$ cat config.mk
export PLATFORM = sky130hd
export DESIGN_NAME = uart_word_tx
export DESIGN_NICKNAME = d
export VERILOG_FILES = /design/src/rtl/logip_pkg.sv /design/src/rtl/uart_byte_tx.sv /design/src/rtl/uart_word_tx.sv
export SDC_FILE = /design/constraint.sdc
export NUM_CORES = 1
export LEC_CHECK = 0
export ABC_CLOCK_PERIOD_IN_PS = 2300
export BUFFER_PORTS_ARGS = -buffer_cell sky130_fd_sc_hd__buf_2
export CAP_MARGIN = 30
export CORE_UTILIZATION = 57
export DETAILED_ROUTE_END_ITERATION = 12
export GPL_ROUTABILITY_DRIVEN = 0
export PLACE_DENSITY = 0.79
export REMOVE_ABC_BUFFERS = 1
export SYNTH_ARGS = -nofsm -noshare
export SYNTH_HDL_FRONTEND = slang
export SYNTH_SLANG_ARGS = --single-unit
export TNS_END_PERCENT = 20
$ cat constraint.sdc
create_clock -name clk_i -period 2.3 [get_ports clk_i]
set_clock_uncertainty 0.1 [all_clocks]
set_input_delay 0 -clock clk_i [delete_from_list [all_inputs] [get_ports clk_i]]
set_output_delay 0 -clock clk_i [all_outputs]
set_load 0.02 [all_outputs]
$ cat src/rtl/logip_pkg.sv
// Shared types and constants for the UART word transmitter.
// Provides the serializer state encoding and the byte-selection helper.
package logip_pkg;

   localparam int WORD_WIDTH     = 32;
   localparam int BYTES_PER_WORD = 4;

   typedef enum bit [1:0] {TX_IDLE, TX_START, TX_DATA, TX_STOP} tx_state_t;

   // Lowest byte index >= from whose disable bit is clear; bit 2 flags "found".
   function automatic logic [2:0] first_enabled(input logic [3:0] dis, input logic [2:0] from);
      logic [2:0] res;
      res = 3'b000;
      for (int i = BYTES_PER_WORD - 1; i >= 0; i--) begin
         if (i >= int'(from) && !dis[i]) begin
            res = {1'b1, 2'(i)};
         end
      end
      return res;
   endfunction

endpackage

$ cat src/rtl/uart_byte_tx.sv
// Single-byte 8N1 serializer with its own baud counter.
// A strobe during the last stop-bit cycle chains the next byte with no gap.
module uart_byte_tx #(
   parameter int CLKS_PER_BIT = 868
) (
   input  logic       clk_i,
   input  logic       rst_in,
   input  logic       byte_stb_i,
   input  logic [7:0] byte_data_i,
   output logic       byte_done_o,
   output logic       busy_o,
   output logic       tx_o
);
   import logip_pkg::*;

   localparam int BW = (CLKS_PER_BIT > 1) ? $clog2(CLKS_PER_BIT) : 1;
   localparam logic [BW-1:0] BAUD_LAST = BW'(CLKS_PER_BIT - 1);

   tx_state_t      state, state_next;
   logic [BW-1:0]  baud_cnt, baud_next;
   logic [2:0]     bit_cnt, bit_next;
   logic [7:0]     shift, shift_next;
   logic           tx_q, tx_next;
   logic           bit_end;

   assign bit_end     = (baud_cnt == BAUD_LAST);
   assign byte_done_o = (state == TX_STOP) && bit_end;
   assign busy_o      = (state != TX_IDLE);
   assign tx_o        = tx_q;

   always_ff @(posedge clk_i) begin
      if (!rst_in) begin
         state    <= TX_IDLE;
         baud_cnt <= '0;
         bit_cnt  <= '0;
         shift    <= '0;
         tx_q     <= 1'b1;
      end else begin
         state    <= state_next;
         baud_cnt <= baud_next;
         bit_cnt  <= bit_next;
         shift    <= shift_next;
         tx_q     <= tx_next;
      end
   end

   // The line value is registered, so it is updated on the edge that opens each bit.
   always_comb begin
      state_next = state;
      baud_next  = baud_cnt + 1'b1;
      bit_next   = bit_cnt;
      shift_next = shift;
      tx_next    = tx_q;
      case (state)
         TX_IDLE: begin
            baud_next = '0;
            if (byte_stb_i) begin
               state_next = TX_START;
               shift_next = byte_data_i;
               tx_next    = 1'b0;
            end
         end
         TX_START: begin
            if (bit_end) begin
               baud_next  = '0;
               state_next = TX_DATA;
               bit_next   = 3'd0;
               tx_next    = shift[0];
               shift_next = {1'b0, shift[7:1]};
            end
         end
         TX_DATA: begin
            if (bit_end) begin
               baud_next = '0;
               if (bit_cnt == 3'd7) begin
                  state_next = TX_STOP;
                  tx_next    = 1'b1;
               end else begin
                  bit_next   = bit_cnt + 3'd1;
                  tx_next    = shift[0];
                  shift_next = {1'b0, shift[7:1]};
               end
            end
         end
         TX_STOP: begin
            if (bit_end) begin
               baud_next = '0;
               if (byte_stb_i) begin
                  state_next = TX_START;
                  shift_next = byte_data_i;
                  tx_next    = 1'b0;
               end else begin
                  state_next = TX_IDLE;
                  tx_next    = 1'b1;
               end
            end
         end
         default: state_next = TX_IDLE;
      endcase
   end

endmodule

$ cat src/rtl/uart_word_tx.sv
// Sends one 32-bit word as four 8N1 bytes, byte 0 first.
// Optional byte-skip mask enabled by defining UART_GROUP_MASK_EN.
module uart_word_tx #(
   parameter int CLKS_PER_BIT = 868
) (
   input  logic        clk_i,
   input  logic        rst_in,
   input  logic [31:0] data_i,
   input  logic        stb_i,
`ifdef UART_GROUP_MASK_EN
   input  logic [3:0]  group_dis_i,
`endif
   output logic        rdy_o,
   output logic        tx_o
);
   import logip_pkg::*;

   logic [WORD_WIDTH-1:0] word_q, word_next;
   logic [3:0]            mask_q, mask_next, mask_in;
   logic [1:0]            byte_idx, idx_next;
   logic                  rdy_q, rdy_next;
   logic                  byte_stb, byte_done, byte_busy;
   logic [7:0]            byte_data;
   logic [2:0]            first_sel, next_sel;

`ifdef UART_GROUP_MASK_EN
   assign mask_in = group_dis_i;
`else
   assign mask_in = 4'b0000;
`endif

   assign first_sel = first_enabled(mask_in, 3'd0);
   assign next_sel  = first_enabled(mask_q, {1'b0, byte_idx} + 3'd1);
   assign rdy_o     = rdy_q;

   always_ff @(posedge clk_i) begin
      if (!rst_in) begin
         word_q   <= '0;
         mask_q   <= '0;
         byte_idx <= '0;
         rdy_q    <= 1'b1;
      end else begin
         word_q   <= word_next;
         mask_q   <= mask_next;
         byte_idx <= idx_next;
         rdy_q    <= rdy_next;
      end
   end

   // The first byte is taken straight from data_i so its start bit begins on the accept edge.
   always_comb begin
      word_next = word_q;
      mask_next = mask_q;
      idx_next  = byte_idx;
      rdy_next  = rdy_q;
      byte_stb  = 1'b0;
      byte_data = word_q[{byte_idx, 3'b000} +: 8];
      if (stb_i && rdy_q) begin
         word_next = data_i;
         mask_next = mask_in;
         rdy_next  = 1'b0;
         if (first_sel[2]) begin
            byte_stb  = 1'b1;
            idx_next  = first_sel[1:0];
            byte_data = data_i[{first_sel[1:0], 3'b000} +: 8];
         end
      end else if (!rdy_q) begin
         if (byte_done) begin
            if (next_sel[2]) begin
               byte_stb  = 1'b1;
               idx_next  = next_sel[1:0];
               byte_data = word_q[{next_sel[1:0], 3'b000} +: 8];
            end else begin
               rdy_next = 1'b1;
            end
         end else if (!byte_busy) begin
            rdy_next = 1'b1;
         end
      end
   end

   uart_byte_tx #(
      .CLKS_PER_BIT(CLKS_PER_BIT)
   ) u_byte_tx (
      .clk_i       (clk_i),
      .rst_in      (rst_in),
      .byte_stb_i  (byte_stb),
      .byte_data_i (byte_data),
      .byte_done_o (byte_done),
      .busy_o      (byte_busy),
      .tx_o        (tx_o)
   );

endmodule

== Yosys cells after proc, flatten, opt, wreduce, memory -nomap -nowiden ==
Index checks and enable logic that the tools add are counted.
Word-level totals
  register bits after elaboration: 59
  output and inout bits: 2
  logic and storage cells: 85
Cells by class
  add/subtract/negate cells: 3
  $lt $le $gt $ge: 4
  eq/ne operators: 11
  shift-type cells: 2
  muxes and demuxes: 43
  bitwise gates (word level): 2
  reduce and logical (&&, ||, !) cells: 12
Operator list (number)
  8-bit two-way mux: 9
  32-bit by 6-bit indexed part select with 8-bit output: 2
  8-bit one-hot mux with 4 select lines: 1
  3-bit two-way mux: 7
  10-bit one-hot mux with 2 select lines: 1
  1-bit two-way mux: 16
  4-bit AND reduction: 3
  10-bit by 1-bit adder with 10-bit output, second input constant: 1
  10-bit == test, second input constant: 1
  10-bit two-way mux: 1
  2-bit two-way mux: 5
  2-bit by 1-bit != test with 1-bit output, second input constant: 4
  2-bit one-hot mux with 4 select lines: 1
  1-bit by 3-bit greater-or-equal comparator with 1-bit output, first input constant: 2
  2-bit by 3-bit greater-or-equal comparator with 1-bit output, first input constant: 2
  3-bit one-hot mux with 2 select lines: 1
  5-bit AND reduction: 1
  2-bit == test, second input constant: 2
  2-bit != test, second input constant: 2
  1-bit one-hot mux with 4 select lines: 1
  2-bit nonzero test: 2
  2-bit by 1-bit adder with 3-bit output, second input constant: 1
  3-bit by 1-bit adder with 3-bit output, second input constant: 1
  3-bit == test, second input constant: 1
  7 further kinds: 9

== Longest topological paths before layout ==
  depth after elaboration: 14
  mapped depth: 9
  depth with buffers taken out: 7

== Modules after synthesis ==
Synthesis repeated with hierarchy kept, for this count alone.
Second synthesis, totals
  cell total of the unflattened synthesis: 353
  area total of the unflattened synthesis: 3213.1 sq um
By module, submodules not included
  uart_word_tx: instances 1, cells an instance 209, area each 1940.6 sq um
  uart_byte_tx: instances 1, cells an instance 144, area each 1272.5 sq um

== Worst setup path after synthesis ==
Ideal clock, no wire load.
  kind: register to register
  start: reg byte_idx[0]
  end: reg u_byte_tx.shift[3]
  library setup time: 117 ps
  data arrival time: 1777 ps
  data required time: 2083 ps
  path slack: 306 ps
  stages on the path, launching flop included: 6
  period minus slack after synthesis: 1994 ps
  path through: dfxtp_1 > ha_1 > buf_2 > mux4_2 > a221o_1 > a32o_1
On the way
  word-level cells in the longest chain between the ends: 14
  elaborated cells between the ends (all ways): 22
  those cells by class: add/sub (1); order compare (4); shift (2); mux (15)
Ends and longest elaborated chain
  from (decl): line uart_word_tx.sv:20  | logic [1:0] byte_idx, idx_next;
  from (signal assigned): line uart_word_tx.sv:45  | byte_idx <= idx_next;
  2-bit by 1-bit adder with 3-bit output *: line uart_word_tx.sv:33  | assign next_sel = first_enabled(mask_q, {1'b0, byte_idx} + 3'd1);
  2-bit by 3-bit greater-or-equal comparator with 1-bit output: line logip_pkg.sv:15  | if (i >= int'(from) && !dis[i]) begin
  3-bit two-way mux (3 in a row): line logip_pkg.sv:15
  3-bit two-way mux *: line logip_pkg.sv:15
  via next_sel[1]: line uart_word_tx.sv:24  | logic [2:0] first_sel, next_sel;
  32-bit by 6-bit indexed part select with 8-bit output *: line uart_word_tx.sv:72  | byte_data = word_q[{next_sel[1:0], 3'b000} +: 8];
  8-bit two-way mux *: line uart_word_tx.sv:69  | if (next_sel[2]) begin
  8-bit two-way mux *: line uart_word_tx.sv:68  | if (byte_done) begin
  8-bit two-way mux *: line uart_word_tx.sv:67  | end else if (!rdy_q) begin
  8-bit two-way mux *: line uart_word_tx.sv:58  | if (stb_i && rdy_q) begin
  8-bit two-way mux *: line uart_byte_tx.sv:57, uart_byte_tx.sv:88
  8-bit two-way mux: line uart_byte_tx.sv:86  | if (bit_end) begin
  8-bit one-hot mux with 4 select lines *: line uart_byte_tx.sv:54  | case (state)
  to (signal assigned): line uart_byte_tx.sv:42  | shift <= shift_next;
  to (decl): line uart_byte_tx.sv:22  | logic [7:0] shift, shift_next;
The timed path passes the listed nets; every way through them passes the cells marked *. The select of a mux whose other input is x is not followed.
A chain may end at the register's enable or synchronous reset.

== Worst setup path in the final report ==
  start: reg byte_idx[1]
  end: reg u_byte_tx.shift[3]
The elaborated chain is that of the path after synthesis.

==> results.json <==
{
  "grt_setup_unrepaired": "no",
  "total_power_mw": 3.15,
  "synth_edf_count": 0,
  "drt_iter0_markers": 217,
  "maximum_number_of_pins_on_one_net_before_global_route_repair": 31,
  "max_freq_mhz": 462,
  "preCtsSetupSlack_ps": 134,
  "dominantRegCellSynth": "sky130_fd_sc_hd__dfxtp_1",
  "worst_hold_slack_ps": 175,
  "final_nets": 448,
  "critical_path.max_fanout": 9,
  "cts-buffers-inserted": 9,
  "drt-vias-per-instance": 5.35,
  "antenna_cells_inserted": 0,
  "timing.critical_path.arrival_ps": 2290,
  "setup_viol_count_final": 0,
  "cts.clk_slew.worst_paths_ps": 70,
  "vias": 2545,
  "flow.area_growth_from_synthesis_pct": 27.2,
  "worst_slack_ps": 136,
  "status": "complete, no violations",
  "ys_async_sr_fraction_pct": 0,
  "tritoncts": "yes",
  "hp-class": "primary input to flip-flop",
  "timing_hold_violations_final": 0,
  "grt_pass1_vias": 2370,
  "worstSetupStartpointType": "flip-flop",
  "post_route_cells_drive_above_1_share_pct": 19.1,
  "setup.worst_path.end_class": "flip-flop",
  "design_area_um2": 3630,
  "critPathRequiredTime_ps": 2430,
  "die-height_um": 72.8,
  "reg2reg_from": "byte_idx[1]",
  "final_max_slew_viol_count": 0,
  "clock_sink_count": 59,
  "ctsRootBufferMaster": "sky130_fd_sc_hd__clkbuf_8",
  "synth_compound_gate_area_share_pct": 20.1,
  "power.density_cell_area_nw_per_um2": 868,
  "number_of_hold_repair_buffers_added_at_the_cts_stage": 36,
  "synthDistinctLibCells": 47,
  "layout.cells.most_common_list": "82 x sky130_fd_sc_hd__nand2_1, 59 x sky130_fd_sc_hd__dfxtp_1, 36 x sky130_fd_sc_hd__dlygate4sd3_1, 36 x sky130_fd_sc_hd__buf_2, 25 x sky130_fd_sc_hd__a21oi_1",
  "core_area_um2": 4790,
  "post-route-min-period_ps": 2160,
  "synthCells": 333,
  "num-fill-cells": 330,
  "totalNegativeSetupSlack_ps": 0,
  "htreeDepth": 3,
  "bufs_on_longest_clock_path": 2,
  "synth_adder_area_share_pct": 3.51,
  "finalWirelength_um": 6690,
  "cts_resized": 0,
  "insertion_delay_ps": 340,
  "synth_xor_area_share_pct": 2.76,
  "multiplexer_share_of_the_synthesized_area_pct": 5.30,
  "global_route.overflow_total": 0,
  "ir_worst_vdd_mv": 0.504,
  "dieWidth_um": 72.8,
  "io_pins": 37,
  "postCtsSetupRepairBufs": 0,
  "worstSetupPathType": "flip-flop to flip-flop",
  "grt.total_usage_pct": 28.2,
  "netlist_area_um2": 2850,
  "leading_cell_type_in_the_layout_fill_and_taps_excluded": "sky130_fd_sc_hd__nand2_1",
  "worst_setup_path_startpoint": "byte_idx[1]",
  "floorplan.rows": 25,
  "count_of_port_buffers_added_during_placement": 36,
  "drc": 0,
  "dominant_combinational_cell_family_by_area_after_synthesis": "simple AND/OR/NAND/NOR gates",
  "initial_core_util_pct": 59.6,
  "ant_nets": 0,
  "synth.avg_cell_area_um2": 8.57,
  "post-route-period-util_pct": 94.1,
  "drt-wirelength-per-cell_um": 14.1,
  "ys_seq_area_share_pct": 41.4,
  "hpwl_um": 4070,
  "grt_pass1_wl_um": 11100,
  "synth_simple_gate_area_share_pct": 22.8,
  "tightest_slew_ps": 821,
  "antenna_found_initial": 0,
  "floorplan.die_area_um2": 5290,
  "length_of_the_first_detailed_routing_pass_in_iterations": 4,
  "dp_area_um2": 3090,
  "synth.ff_latch_count": 59,
  "maxCapViolations": 0,
  "max-slew-margin-rel_pct": 45.3,
  "cellLeakagePower_nw": 1.39,
  "worstHoldStart": "stb_i",
  "ys_warn_count": 0
}
final timing paths:
check	end	cells after the start	slack, ps
worst max register to register	u_byte_tx.shift[3]	4	140
worst min register to register	word_q[1]	2	360
worst min-delay path	word_q[28]	4	170
worst max-delay path	u_byte_tx.shift[3]	4	140
power breakdown:
| group | switching (mW) | leakage (nW) | total (mW) | internal [mW] |
|---|---|---|---|---|
| Combinational | 0.582 | 0.818 | 1.06 | 0.478 |
| Sequential | 0.0839 | 0.483 | 1.23 | 1.15 |
| Clock | 0.415 | 0.0912 | 0.856 | 0.441 |
Yosys cell counts, drive strengths merged (2+ instances only):
master  instances  share of area, %
a21boi         19               5.0
inv             4              0.53
nand3b          3              0.79
clkbuf         12               1.6
mux2i           5               1.8
o21ai          16               3.1
ha              8               3.5
a31oi           2              0.66
xor2            4               1.2
nand3           6               1.1
dfxtp          59                41
nand4           4               1.4
mux2            3               1.2
nand2          82                11
a32o            7               2.5
nor2           18               2.4
nor3            4              0.88
and2            4              0.96
nor2b           2              0.44
a21oi          26               4.7
xnor2           5               1.5
mux4            3               2.4
a221o           4               1.4
buf             9               1.9
nand2b         10               2.2
a211oi          2              0.70
area by class of cell:
cell class                      count  area, um^2  share of cell area, %
Clock buffer                       11         151                   4.17
Clock inverter                      4        26.3                  0.724
Tap cell                           67        83.8                   2.31
Multi-Input combinational cell    248        1550                   42.8
Inverter                            5        18.8                  0.517
Sequential cell                    59        1180                   32.5
Timing Repair Buffer               82         616                   17.0
worst max-delay path: stages (launching register included):
cell	delay, ps
sky130_fd_sc_hd__dfxtp_1	320
sky130_fd_sc_hd__ha_1	500
sky130_fd_sc_hd__mux4_2	550
sky130_fd_sc_hd__a221o_1	330
sky130_fd_sc_hd__a32o_1	260
cells by family after synthesis:
group	Yosys count
compound gates	81
xor+xnor	9
fa+ha+maj	8
flops	59
simple gates	139
mux	11
buf+inv	26
state kept, by name (all words and copies together) (netlist names):
register	count
byte_idx	2
rdy_o	1
u_byte_tx.baud_cnt	10
u_byte_tx.bit_cnt	3
u_byte_tx.shift	8
u_byte_tx.state	2
u_byte_tx.tx_o	1
word_q	32
metal layers:
layer / track usage, % / share of wire, % / up-vias
met1: 36.6 / 46 / 1159
met4: 13.5 / 1.5 / 0
met3: 5.25 / 4.8 / 10
met5: 0 / 0 / -
li1: - / - / 1299
met2: 45.4 / 48 / 77
stage by stage:
stage | cells | util, %
floorplan | 312 | -
finish | 476 | 75.9
detailed placement | 425 | 64.6
global route | 476 | 75.9
CTS | 476 | 75.9
global placement | 425 | 64.6
No activity file was read; power rests on OpenSTA's default activity.
